--- src/rtl/fp_pkg.sv ---
// Shared constants and types for the 34-bit internal float format
// (2-bit exception, sign, WE-bit exponent, WF-bit fraction).
package fp_pkg;

  localparam int WE   = 8;
  localparam int WF   = 23;
  localparam int W    = WE + WF + 3;
  localparam int MW   = WF + 1;
  localparam int PW   = 2 * MW;
  localparam int BIAS = (1 << (WE - 1)) - 1;

  localparam logic [1:0] EXC_ZERO   = 2'b00;
  localparam logic [1:0] EXC_NORMAL = 2'b01;
  localparam logic [1:0] EXC_INF    = 2'b10;
  localparam logic [1:0] EXC_NAN    = 2'b11;

  typedef enum logic [1:0] {
    S_IDLE,
    S_MUL,
    S_NORM,
    S_DONE
  } state_e;

endpackage

--- src/rtl/fp_square_round.sv ---
// Combinational back end of the squarer: normalise the 48-bit product,
// round to nearest-even, clamp to +inf/+0, pack the result word.
// Ports: prod_i product m*m, exp_i biased operand exponent, res_o result.
module fp_square_round
  import fp_pkg::*;
(
  input  logic [PW-1:0] prod_i,
  input  logic [WE-1:0] exp_i,
  output logic [W-1:0]  res_o
);

  localparam logic signed [WE+1:0] E_BIAS = (WE + 2)'(BIAS);
  localparam logic signed [WE+1:0] E_MAX  = (WE + 2)'((1 << WE) - 1);
  localparam logic signed [WE+1:0] E_ONE  = (WE + 2)'(1);

  logic signed [WE+1:0] e0;
  logic signed [WE+1:0] e1;
  logic signed [WE+1:0] e2;
  logic [WF-1:0] frac;
  logic [WF:0]   sum;
  logic          guard;
  logic          sticky;
  logic          inc;

  always_comb begin
    // 2*E - bias, kept two bits wider so over/underflow stay visible
    e0 = $signed({1'b0, exp_i, 1'b0}) - E_BIAS;
    if (prod_i[PW-1]) begin
      e1     = e0 + E_ONE;
      frac   = prod_i[PW-2 -: WF];
      guard  = prod_i[PW-2-WF];
      sticky = |prod_i[PW-3-WF:0];
    end else begin
      e1     = e0;
      frac   = prod_i[PW-3 -: WF];
      guard  = prod_i[PW-3-WF];
      sticky = |prod_i[PW-4-WF:0];
    end
    inc = guard & (frac[0] | sticky);
    sum = {1'b0, frac} + {{WF{1'b0}}, inc};
    // carry out means mantissa rolled to 2.0: fraction is already 0
    e2  = sum[WF] ? e1 + E_ONE : e1;
    if (e2 >= E_MAX) begin
      res_o = {EXC_INF, {(W - 2){1'b0}}};
    end else if (e2 <= 0) begin
      res_o = {EXC_ZERO, {(W - 2){1'b0}}};
    end else begin
      res_o = {EXC_NORMAL, 1'b0, e2[WE-1:0], sum[WF-1:0]};
    end
  end

endmodule

--- src/rtl/fp_square_seq.sv ---
// Sequential squarer R = X*X with a radix-2 shift-add mantissa multiplier.
// Ports: clk, rst_n, X/in_valid/in_ready in, R/out_valid/out_ready out.
module fp_square_seq
  import fp_pkg::*;
(
  input  logic         clk,
  input  logic         rst_n,
  input  logic [W-1:0] X,
  input  logic         in_valid,
  output logic         in_ready,
  output logic [W-1:0] R,
  output logic         out_valid,
  input  logic         out_ready
);

  state_e        state_q;
  logic [4:0]    cnt_q;
  logic [PW-1:0] acc_q;
  logic [PW-1:0] mcand_q;
  logic [MW-1:0] mplier_q;
  logic [WE-1:0] exp_q;
  logic [W-1:0]  r_q;
  logic          ov_q;

  logic [PW-1:0] acc_d;
  logic [W-1:0]  rnd_res;
  logic          unused_sign;

  // squaring never depends on the operand sign
  assign unused_sign = X[W-3];

  assign in_ready  = (state_q == S_IDLE);
  assign R         = r_q;
  assign out_valid = ov_q;

  assign acc_d = acc_q + (mplier_q[0] ? mcand_q : '0);

  fp_square_round u_round (
    .prod_i (acc_q),
    .exp_i  (exp_q),
    .res_o  (rnd_res)
  );

  always_ff @(posedge clk or negedge rst_n) begin
    if (!rst_n) begin
      state_q  <= S_IDLE;
      cnt_q    <= '0;
      acc_q    <= '0;
      mcand_q  <= '0;
      mplier_q <= '0;
      exp_q    <= '0;
      r_q      <= '0;
      ov_q     <= 1'b0;
    end else begin
      unique case (state_q)
        S_IDLE: begin
          if (in_valid) begin
            if (X[W-1 -: 2] == EXC_NORMAL) begin
              mcand_q  <= {{MW{1'b0}}, 1'b1, X[WF-1:0]};
              mplier_q <= {1'b1, X[WF-1:0]};
              exp_q    <= X[WF +: WE];
              acc_q    <= '0;
              cnt_q    <= 5'(MW - 1);
              state_q  <= S_MUL;
            end else begin
              // zero, inf, NaN: code only, sign and fields cleared
              r_q     <= {X[W-1 -: 2], {(W - 2){1'b0}}};
              ov_q    <= 1'b1;
              state_q <= S_DONE;
            end
          end
        end
        S_MUL: begin
          acc_q    <= acc_d;
          mcand_q  <= mcand_q << 1;
          mplier_q <= mplier_q >> 1;
          if (cnt_q == '0) begin
            state_q <= S_NORM;
          end else begin
            cnt_q <= cnt_q - 5'd1;
          end
        end
        S_NORM: begin
          r_q     <= rnd_res;
          ov_q    <= 1'b1;
          state_q <= S_DONE;
        end
        S_DONE: begin
          if (out_ready) begin
            ov_q    <= 1'b0;
            state_q <= S_IDLE;
          end
        end
        default: state_q <= S_IDLE;
      endcase
    end
  end

endmodule

--- config.mk ---
export PLATFORM = sky130hd
export DESIGN_NAME = fp_square_seq
export DESIGN_NICKNAME = d
export VERILOG_FILES = /design/src/rtl/fp_pkg.sv /design/src/rtl/fp_square_round.sv /design/src/rtl/fp_square_seq.sv
export SDC_FILE = /design/constraint.sdc
export NUM_CORES = 1
export LEC_CHECK = 0
export CORE_ASPECT_RATIO = 1.1
export CORE_UTILIZATION = 60
export CTS_BUF_LIST = sky130_fd_sc_hd__clkbuf_16
export DETAILED_ROUTE_END_ITERATION = 16
export PLACE_DENSITY = 0.86
export RECOVER_POWER = 50
export SYNTH_ARGS = -nofsm -noshare
export SYNTH_HDL_FRONTEND = slang
export SYNTH_SLANG_ARGS = --single-unit
--- constraint.sdc ---
create_clock -name clk -period 4.6 [get_ports clk]
set_input_delay 1.15 -clock clk [delete_from_list [all_inputs] [get_ports clk]]
set_output_delay 1.15 -clock clk [all_outputs]
set_load 0.05 [all_outputs]
-- After elaboration in Yosys (flattened, before gate mapping)
Cells that the tools add are included.
- register bits: 170
- input bits: 38
- output and inout port bits: 36
- add/sub/neg operators: 6
- magnitude comparators: 2
- equal/unequal tests: 10
- muxes and demuxes: 33
- bitwise operators: 2
- reductions and logical operators: 13
- operators by type and width (cell ; count):
    $mux 48 ; 5
    $pmux 48 s2 ; 2
    $mux 34 ; 3
    $pmux 34 s2 ; 1
    $add 48x48->48 ; 1
    $mux 24 ; 2
    $pmux 24 s2 ; 1
    $mux 33 ; 1
    $add 23x1->24 ; 1
    $mux 23 ; 1
    $reduce_or 23->1 ; 1
    $reduce_or 22->1 ; 1
    $add 10x2->10 const B ; 2
    $mux 10 ; 2
    $mux 5 ; 3
    $reduce_and 3->1 ; 4
    $ge 10x9->1 const B ; 1
    $le 10x1->1 const B ; 1
    $ne 2x2->1 const B ; 5
    $pmux 5 s2 ; 1
    $sub 9x7->10 const B ; 1
    $mux 2 ; 4
    $pmux 2 s4 ; 1
    $reduce_and 4->1 ; 2
    12 further kinds ; 19

-- Longest topological paths before layout
Gate-level depths: netlist of the first run.
- word-level depth: 10
- depth in mapped cells: 15

-- Modules after synthesis
From an unflattened synthesis of the first run, not the netlist that was laid out.
- cells, all modules: 1414
- area total of the unflattened synthesis: 11895.2 um^2
- by module, submodules not included (module ; instances ; cells an instance ; area an instance (um^2) ; seq. area each (um^2)):
    fp_square_seq ; 1 ; 1113 ; 9799.4 ; 4254.1
    fp_square_round ; 1 ; 301 ; 2095.8 ; 0.0

-- Worst setup path after synthesis of the first run
Ideal clock, no wire load.
- path type: register to register
- start point: reg acc_q[47]
- end point: reg r_q[20], in the netlist R[20]
- library setup time: 0.121 ns
- data arrival time: 3.542 ns
- data required time: 4.479 ns
- slack: 0.937 ns
- stages on the path, launching flop included: 16
- cells stage by stage: dfrtp_1 > buf_2 > buf_1 > buf_1 > clkbuf_1 > mux2i_1 > nor2b_1 > ha_1 > nand3_1 > nor3_1 > nor2b_1 > nor2b_1 > nand2_1 > nor3b_1 > xnor2_1 > a22o_1
- longest elaborated chain between the ends: 9
- elaborated cells on any way between the ends: 14
- classes of those cells: 2 x add/sub; 2 x order compare; 8 x mux; 2 x bitwise
- ends and longest elaborated chain (what ; line ; RTL):
    start: declaration ; fp_square_seq.sv:18 ; logic [PW-1:0] acc_q;
    start signal: assignment ; fp_square_seq.sv:48 ; acc_q <= '0;
    start signal: assignment ; fp_square_seq.sv:62 ; acc_q <= '0;
    start signal: assignment ; fp_square_seq.sv:74 ; acc_q <= acc_d;
    $mux 23 / $mux 1 (equally long branches) ; fp_square_round.sv:28 ; if (prod_i[PW-1]) begin
    $or 1x1->1 ; fp_square_round.sv:39 ; inc = guard & (frac[0] | sticky);
    $and 1x1->1 ; fp_square_round.sv:39 ;
    $add 23x1->24 ; fp_square_round.sv:40 ; sum = {1'b0, frac} + {{WF{1'b0}}, inc};
    $mux 10 ; fp_square_round.sv:42 ; e2 = sum[WF] ? e1 + E_ONE : e1;
    $le 10x1->1 ; fp_square_round.sv:45 ; end else if (e2 <= 0) begin
    $mux 33 ; fp_square_round.sv:45 ;
    $mux 34 (*) ; fp_square_round.sv:43 ; if (e2 >= E_MAX) begin
    $pmux 34 s2 (*) ; fp_square_seq.sv:55 ; unique case (state_q)
    end signal: assignment ; fp_square_seq.sv:67 ; r_q <= {X[W-1 -: 2], {(W - 2){1'b0}}};
    end signal: assignment ; fp_square_seq.sv:84 ; r_q <= rnd_res;
    end: declaration ; fp_square_seq.sv:22 ; logic [W-1:0] r_q;
Mark *: on every way between the ends. The rest lies on a longest branch, timed or not.
A chain may end at the register's enable or synchronous reset.

-- Worst setup path after layout of the first run
- start point: in X[32]
- end point: reg mcand_q[17]
- longest elaborated chain between the ends: 3
- ends and longest elaborated chain (what ; line ; RTL):
    start: declaration ; fp_square_seq.sv:8 ; input logic [W-1:0] X,
    $eq 2x1->1 ; fp_square_seq.sv:58 ; if (X[W-1 -: 2] == EXC_NORMAL) begin
    $ne 2x1->1 (no source line) ; n/a ;
    $reduce_and 3->1 (no source line) ; n/a ;
    end signal: assignment ; fp_square_seq.sv:59 ; mcand_q <= {{MW{1'b0}}, 1'b1, X[WF-1:0]};
    end signal: assignment ; fp_square_seq.sv:75 ; mcand_q <= mcand_q << 1;
    end: declaration ; fp_square_seq.sv:19 ; logic [PW-1:0] mcand_q;
No other way between the ends.

==> results.yml, run 1 <==
sta:
  max_slew.worst_pin.slew_ns: 2.49
  period_needed_ns: 3.97
  finalSetupTns_ns: 0
  fin_skew_ns: 0.00922
  maxSlewHeadroom_pct: -65.9
  drv_slew: 199
  finalHoldViolCount: 0
  setup_viol_count_final: 0
  max_freq_mhz: 252
  rsz0062_at_grt: "no"
  finalCritPeriodShare_pct: 86.2
place:
  io_buffers: 71
  hpwl_mm: 19.8
  gp_congestion: 0.956
  post_dp_cell_area_um2: 12200
layout:
  seq_area_um2: 4230
  drive_gt1_share_pct: 6.00
  fin_util_pct: 69.1
  fillerInstances: 1459
  layout.nets: 1467
  stdcell_area_um2: 12800
  area_delta_synth_final_pct: 12.4
  multi_input_comb_area_um2: 6710
logic_synthesis:
  syn_nets: 1443
  syn-cell-area_um2: 11400
  ys_seq_elements: 169
  syn_area_per_cell_um2: 8.44
  synth_edf_count: 0
  synthCells: 1346
  yosysSeqAreaShare_pct: 37.2
  ys.flop_type: "dfrtp_1"
  synth_warnings: 0
  ys_types: 69
  async_flop_share_pct: 100
routing:
  first_pass_iters: 6
  ant_nets: 0
  first_iter_violations: 888
  postRouteWirelength_mm: 28.2
  routedWlPerCell_um: 17.3
  drc: 0
  vias_per_cell: 6.24
  vias: 10200
critical_path:
  path_cells: "dlygate4sd3_1 > nor2b_1 > and3_1 > clkbuf_1 > nand2_1 > o22ai_1 > nor2_1"
  cp-start-kind: "input pin"
  critPathMaxStageDelay_ns: 1.00
  reg2reg_slack_ns: 0.71
  cp_slowest_cell: "clkbuf_1"
  cp-end-kind: "flop"
  required_ns: 4.92
  arrival_ns: 4.29
  critPathKind: "input pin to flop"
  cp_max_fo: 28
global_route:
  grt_max_degree: 101
  gr-usage-all-layers_pct: 30.2
  grt_pass1_vias: 9919
  grt_overflow: 0
  antenna_found_initial: 0
  grt_pass1_wl_mm: 47.5
clock_tree:
  hold_buffers: 0
  cts_tree: "done"
  clockBufferDepth: 2
  cts.htree.levels: 4
  post_cts_resized: 0
  cts_made_buffers: 17
  postCtsSetupRepairBufs: 0
  cts_sinks: 169
  clkTransAtPathRegs_ns: 0.07
  worstSkewPairLatency_ns: 0.44
  clockRootBuffer: "clkbuf_16"
pwr:
  switchingPower_mw: 3.07
  p_per_area_nw_per_um2: 550
  comb_power_share_pct: 46.7
  sw_frac_of_total_pct: 43.7
  leakage_nw: 5.51
  p_int_mw: 3.95
  max-vdd-ir-drop_uv: 962
  p_clk_share_pct: 21.2
  power_frac_seq_pct: 32.2
die:
  io_pins: 74
  die-area_um2: 19500
  core.rowCount: 52
  die_x_um: 133
  core_um2: 18500
  initial_utilization_pct: 61.5
  die_y_um: 146
worst_hold_path:
  hold_class: "flop to flop"
outcome:
  violations: "capacitance limit, slew limit"
  status: "complete, but fails checks"
flow_run:
  max-cap-violations: 2
state kept, by name (all words and copies together), names as in the netlist:
signal     count
cnt_q          5
R             33
mcand_q       48
out_valid      1
mplier_q      24
acc_q         48
state_q        2
exp_q          8
synthesized netlist by cell type (5+ instances only):
cell	n	share of area (%)
nand2_1	203	6.7
dfrtp_1	169	37
o21ai_0	118	5.2
nor2_1	114	3.8
clkbuf_1	64	2.1
ha_1	58	6.4
a21oi_1	56	2.5
and2_1	54	3.0
nand3_1	52	2.3
xnor2_1	50	3.9
xor2_1	41	3.2
inv_1	26	0.86
a21o_1	25	1.7
mux2i_1	25	2.2
a22o_1	24	1.8
nand4_1	24	1.3
a211oi_1	22	1.5
nor3_1	19	0.84
nor4_1	16	0.88
o22ai_1	16	0.88
o221a_2	13	1.3
o211ai_1	12	0.79
a31oi_1	11	0.61
and3_1	10	0.55
buf_1	10	0.33
nor2b_1	9	0.50
o21bai_1	9	0.59
o31ai_1	8	0.53
a41oi_1	7	0.54
mux2_2	7	0.69
nor3b_1	7	0.46
a211o_1	5	0.39
nand2b_1	5	0.28
per-stage QoR:
step | worst slack [ns] | cells | hold WS [ns] | total power, mW
final | 0.633 | 1627 | 0.477 | 7.03
after global routing | 0.311 | 1626 | 0.499 | 7.50
after CTS | 0.737 | 1626 | 0.475 | 7.03
after detailed placement | 0.752 | 1594 | 0.461 | 5.53
after global placement | 0.802 | 1594 | 0.452 | 5.41
after floorplan | 0.937 | 1346 | 0.439 | 4.64
worst paths after layout:
| path | depth (start not counted) | endpoint | start |
|---|---|---|---|
| max in group asynchronous | 2 | mcand_q[37] | rst_n |
| hold reg to reg | 2 | mcand_q[47] | mcand_q[47] |
| min in group asynchronous | 1 | mplier_q[4] | rst_n |
| setup / recovery | 7 | mcand_q[17] | X[32] |
| hold / removal | 2 | mcand_q[47] | mcand_q[47] |
| setup reg to reg | 11 | R[32] | acc_q[47] |
cells by family (layout without fill, tap and decap cells):
logic type                 count (synthesis)  in the layout  synth area share (%)
AOI/OAI and AO/OA                        355            355                  20.4
xor gates and xnor gates                  91             91                  7.01
adders and majority gates                 59             59                  6.56
buffers and inverters                    110            147                  3.91
DFF                                      169            169                  37.2
muxes                                     32             32                  2.90
other                                      1              2                0.0330
and+or+nand+nor                          529            529                  21.9
per-layer routing:
metal | global-route usage, % | vias to the layer above | share of wire (%)
met5 | 0 | - | 0
met4 | 10.5 | 0 | 1.7
met3 | 3.78 | 40 | 5.8
met2 | 51.3 | 388 | 49
met1 | 39.9 | 4885 | 43
li1 | - | 4844 | -
critical path, delay by kind of cell:
kind                   cells  cell delay [ns]
buffers and inverters      2             1.66
and+or+nand+nor            4             1.20
AOI/OAI and AO/OA          1             0.27
cell type report:
type,count,area share (%)
Tap cell,243,2.38
Inverter,27,0.793
Sequential cell,169,33.1
Clock inverter,15,1.37
Antenna cell,1,0.0196
Multi-Input combinational cell,1067,52.5
Timing Repair Buffer,88,6.47
Clock buffer,17,3.33
cell usage in the layout (no fill, tap or decap), drive strengths merged, types with 3 or more instances in the layout:
cell	instances
o31ai	9
bufinv	3
o211ai	12
xnor2	50
mux2i	25
a22o	24
nor4	18
inv	32
clkinv	5
nand2b	5
o221a	13
nand4	25
buf	14
nor3b	7
o21bai	9
a31oi	11
a211oi	22
a22oi	3
clkdlybuf4s50	69
dfrtp	169
and2	54
a211o	5
nor2b	9
a32o	3
mux2	7
nor2	114
o21ai	121
a21o	25
xor2	41
and3	10
nand2	203
nor3	20
o21a	3
or3	4
clkbuf	21
o22ai	16
ha	58
a21oi	56
nand3	52
a41oi	7
power by group through the flow:
| stage | logic, mW | clock network [mW] | registers [mW] |
|---|---|---|---|
| after floorplan | 2.36 | 0 | 2.28 |
| after global placement | 3.16 | 0 | 2.25 |
| after detailed placement | 3.25 | 0 | 2.28 |
| after CTS | 3.28 | 1.50 | 2.25 |
| after global routing | 3.62 | 1.57 | 2.31 |
| final | 3.28 | 1.49 | 2.26 |
(Power assumes the default switching activity.)
==> inputs of run 2 (changes only) <==
CORE_ASPECT_RATIO = 1.4   (was 1.1)
CORE_UTILIZATION = 61   (was 60)
PLACE_DENSITY = 0.87   (was 0.86)
==> results.yml, run 2 (synthesis results as in run 1) <==
pwr:
  p_per_area_nw_per_um2: 540
  power_mw: 6.88
  leakage_nw: 5.49
  max-vdd-ir-drop_uv: 691
clock_tree:
  clkTransAtPathRegs_ns: 0.06
  cts.htree.levels: 4
  postCtsSetupRepairBufs: 0
  clockRootBuffer: "clkbuf_16"
  hold_buffers: 0
  cts_made_buffers: 17
  post_cts_resized: 0
  clockBufferDepth: 2
  cts_tree: "done"
  worstSkewPairLatency_ns: 0.44
  cts_sinks: 169
flow_run:
  max-cap-violations: 2
layout:
  multi_input_comb_area_um2: 6710
  fillerInstances: 1402
  layout.nets: 1470
  area_delta_synth_final_pct: 12.1
  num_antenna_cells: 0
  mostFrequentLayoutCells: "202 x nand2_1, 169 x dfrtp_1, 118 x o21ai_0"
  stdcell_count: 1626
  drive_gt1_share_pct: 5.99
  final_common_cell: "nand2_1"
  stdcell_area_um2: 12700
  seq_area_um2: 4230
die:
  die_x_um: 117
  die-area_um2: 19200
  io_pins: 74
  initial_utilization_pct: 62.9
  die_y_um: 164
  core.rowCount: 58
  core_um2: 18100
sta:
  finalCritPeriodShare_pct: 89.3
  setup_ws_ns: 0.491
  setup_viol_count_final: 0
  finalHoldViolCount: 0
  drv_slew: 189
  maxSlewHeadroom_pct: -55.5
  period_needed_ns: 4.11
  finalSetupTns_ns: 0
  rsz0062_at_grt: "no"
  fin_skew_ns: 0.0141
  max_freq_mhz: 243
  max_slew.worst_pin.slew_ns: 2.33
critical_path:
  path_cells: "buf_4 > mux2i_1 > nor2_1 > nand2_1 > or4_4 > o41ai_2 > xor2_1 > nor4b_2 > nor3_4 > a32o_1"
  cp-start-kind: "flop"
  critPathMaxStageDelay_ns: 0.63
  required_ns: 4.96
  cp_max_fo: 36
  critPathKind: "flop to flop"
  arrival_ns: 4.47
  cp_slowest_cell: "dfrtp_1"
  cp-end-kind: "flop"
place:
  hpwl_mm: 20.8
  gp_congestion: 0.978
  post_dp_cell_area_um2: 12200
  dpl.cell_count: 1594
  dp_slack_ns: 0.568
  io_buffers: 71
global_route:
  gr-usage-all-layers_pct: 30.9
  grt_pass1_vias: 9850
  antenna_found_initial: 0
  grt_pass1_wl_mm: 47.8
  grt_max_degree: 98
  grt_busiest_layer: "met2"
  grt_overflow: 0
  grt_use_met2_pct: 55.1
  met3_usage_pct: 3.18
  use_met1_pct: 37.7
routing:
  first_iter_violations: 914
  postRouteWirelength_mm: 28.3
  drc: 0
  routedWlPerCell_um: 17.4
  vias_per_cell: 6.21
  vias: 10100
  ant_nets: 0
  first_pass_iters: 5
outcome:
  status: "complete, but fails checks"
  violations: "capacitance limit, slew limit"
worst_hold_path:
  hold_class: "flop to flop"
-- run 2: changes by cell type in the layout (fill, tap and decap cells not counted), sizes merged --
cell	before	now
clkinv	5	9
clkbuf	21	22
buf	14	16
inv	32	30
diode	1	0
bufinv	3	1
-- run 2: per-stage QoR --
stage / utilization, % / hold slack [ns]
2_1_floorplan: - / 0.439
3_3_place_gp: 67.7 / 0.452
3_5_place_dp: 67.7 / 0.468
4_1_cts: 70.8 / 0.482
5_1_grt: 70.5 / 0.506
6_report: 70.5 / 0.476
-- run 2: cell type report --
class,instances,share of cell area [%]
sequential,169,33.2
multi-input combinational,1067,52.7
clock buffer,17,3.34
tap,240,2.36
clock inverter,15,0.982
timing repair buffer,91,6.62
inverter,27,0.796
-- run 2: critical path, delay by kind of cell, from the launching register on --
family / cells / cell delay, ns
AO/OA/AOI/OAI: 2 / 0.53
XOR/XNOR: 1 / 0.31
buffers and inverters: 1 / 0.47
flip-flops: 1 / 0.63
multiplexers: 1 / 0.14
AND/OR/NAND/NOR: 5 / 1.92
-- run 2: path summary, 6_finish.rpt --
kind	cells past startpoint	slack, ns	to	start
min in group asynchronous	1	1.34	R[25]	rst_n
worst min register to register	2	0.48	R[0]	R[0]
worst max register to register	10	0.49	R[22]	acc_q[47]
worst max-delay path	10	0.49	R[22]	acc_q[47]
max in group asynchronous	2	0.96	R[2]	rst_n
worst min-delay path	2	0.48	R[0]	R[0]
-- run 2: layer usage --
metal  vias up  wire, um
li1       4854         -
met1      4851     11500
met2       328     14700
met3        63      1300
met4         0       882
met5         -         0
-- run 2: power by group --
group	total (mW)	internal, mW	switching, mW
Sequential	2.26	1.89	0.367
Combinational	3.26	1.21	2.05
Clock	1.36	0.744	0.615
Total	6.88	3.84	3.04
==> inputs of run 3 (changes only) <==
CELL_PAD_IN_SITES_DETAIL_PLACEMENT = 2   (was default)
CELL_PAD_IN_SITES_GLOBAL_PLACEMENT = 2   (was default)
CORE_UTILIZATION = 37   (was 61)
CTS_CLUSTER_DIAMETER = 150   (was default)
PLACE_DENSITY = 0.86   (was 0.87)
==> results.yml, run 3 (synthesis results as in run 1) <==
worst_hold_path:
  hold_end: "R[25]"
  hold_depth: 2
  min-delay-start: "R[25]"
  hold_class: "flop to flop"
global_route:
  grt_pass1_wl_mm: 62.8
  use_met1_pct: 28.1
  grt_max_degree: 125
  antenna_found_initial: 1
  grt_busiest_layer: "met2"
  grt_pass1_vias: 11800
  grt_overflow: 0
  met3_usage_pct: 3.39
  grt_use_met2_pct: 48.9
  gr-usage-all-layers_pct: 25.7
place:
  io_buffers: 71
  hpwl_mm: 27.8
  gp_congestion: 0.893
die:
  initial_utilization_pct: 37.7
  die-area_um2: 31400
  die_x_um: 150
  io_pins: 74
  core_um2: 30100
  core.rowCount: 75
  die_y_um: 209
pwr:
  leakage_nw: 5.55
  sw_frac_of_total_pct: 45.7
  max-vdd-ir-drop_uv: 562
  switchingPower_mw: 3.28
  p_clk_share_pct: 19.5
  p_int_mw: 3.90
  power_mw: 7.18
  p_per_area_nw_per_um2: 553
  power_frac_seq_pct: 31.9
  comb_power_share_pct: 48.6
layout:
  mostFrequentLayoutCells: "202 x nand2_1, 168 x dfrtp_1, 118 x o21ai_0"
  fin_util_pct: 43.1
  area_delta_synth_final_pct: 14.3
  drive_gt1_share_pct: 6.40
  layout.nets: 1478
  num_antenna_cells: 0
  final_common_cell: "nand2_1"
clock_tree:
  clockRootBuffer: "clkbuf_16"
  cts.htree.levels: 4
  postCtsSetupRepairBufs: 0
  clockBufferDepth: 2
  cts_sinks: 169
  post_cts_resized: 0
  clkTransAtPathRegs_ns: 0.06
  cts_tree: "done"
  cts_made_buffers: 17
  hold_buffers: 0
  worstSkewPairLatency_ns: 0.47
routing:
  first_pass_iters: 4
  drc: 0
  postRouteWirelength_mm: 38.0
  vias_per_cell: 5.85
  routedWlPerCell_um: 21.4
  ant_nets: 0
  first_iter_violations: 328
  vias: 10400
sta:
  drv_slew: 145
  period_needed_ns: 4.13
  max_freq_mhz: 242
  finalSetupTns_ns: 0
  max_slew.worst_pin.slew_ns: 2.51
  finalHoldViolCount: 0
  fin_skew_ns: 0.0184
  maxSlewHeadroom_pct: -67.3
  finalCritPeriodShare_pct: 89.8
  setup_viol_count_final: 0
  rsz0062_at_grt: "no"
critical_path:
  cp_max_fo: 97
  cp-end-kind: "flop"
  r2r_cells: 13
  r2r-start: "mplier_q[0]"
  required_ns: 4.84
  critPathKind: "input pin to flop"
  arrival_ns: 4.37
  reg2reg_slack_ns: 0.56
  rr_endpoint: "acc_q[45]"
  cp_top_family: "buffers and inverters"
  worstPathBufferInverterCount: 2
  path_cells: "dlygate4sd3_1 > nor2b_1 > and3_1 > a21oi_1 > clkbuf_2 > o21ai_0"
  cp-start-kind: "input pin"
  critPathMaxStageDelay_ns: 1.56
  cp_slowest_cell: "clkbuf_2"
flow_run:
  max-cap-violations: 2
outcome:
  status: "complete, but fails checks"
  violations: "capacitance limit, slew limit"
[run 3: changes by cell type in the layout (fill, tap and decap cells not counted), sizes merged]
cell	delta
clkinvlp	-1
clkinv	-1
clkbuf	-3
bufinv	+1
buf	+11
inv	-2
[run 3: final cells by class]
class	instances	area (um2)
Clock buffer	17	425
Clock inverter	12	114
Fill cell	3342	17100
Inverter	27	101
Multi-Input combinational cell	1067	6710
Sequential cell	169	4230
Tap cell	385	482
Timing Repair Buffer	99	928
[run 3: worst max path at each step]
stage | start | end | slack, ns | cells after the start
finish | X[32] | mplier_q[20] | 0.47 | 6
global route | mplier_q[0] | acc_q[45] | 0.21 | 13
CTS | acc_q[34] | R[32] | 0.53 | 10
detailed placement | acc_q[34] | R[32] | 0.60 | 10
global placement | acc_q[34] | R[32] | 0.76 | 10
floorplan | acc_q[47] | R[20] | 0.94 | 15
[run 3: per-layer routing]
layer / part of all wire, % / vias to the layer above
li1: - / 4853
met4: 2.8 / 0
met5: 0 / -
met2: 55 / 142
met1: 40 / 5332
met3: 1.6 / 61
[run 3: power by group through the flow]
stage / logic [mW] / registers, mW / clock network (mW)
4_1_cts: 3.54 / 2.30 / 1.43
6_report: 3.49 / 2.29 / 1.40
2_1_floorplan: 2.36 / 2.28 / 0
3_3_place_gp: 3.32 / 2.28 / 0
5_1_grt: 3.85 / 2.35 / 1.48
3_5_place_dp: 3.50 / 2.32 / 0
[run 3: worst min-delay path: cells and delay by family, from the launching register on]
kind             cells  cell delay [ns]
AND/OR/NAND/NOR      1             0.05
flip-flops           1             0.34
AO/OA/AOI/OAI        1             0.06
[run 3: per-stage QoR]
stage / area, um2 / cells / hold WS, ns / setup slack, ns
6_report: 13000 / 1776 / 0.486 / 0.469
3_3_place_gp: 12500 / 1747 / 0.451 / 0.761
4_1_cts: 13000 / 1776 / 0.492 / 0.529
3_5_place_dp: 12500 / 1747 / 0.478 / 0.603
5_1_grt: 13000 / 1776 / 0.519 / 0.213
2_1_floorplan: 11400 / 1346 / 0.439 / 0.937
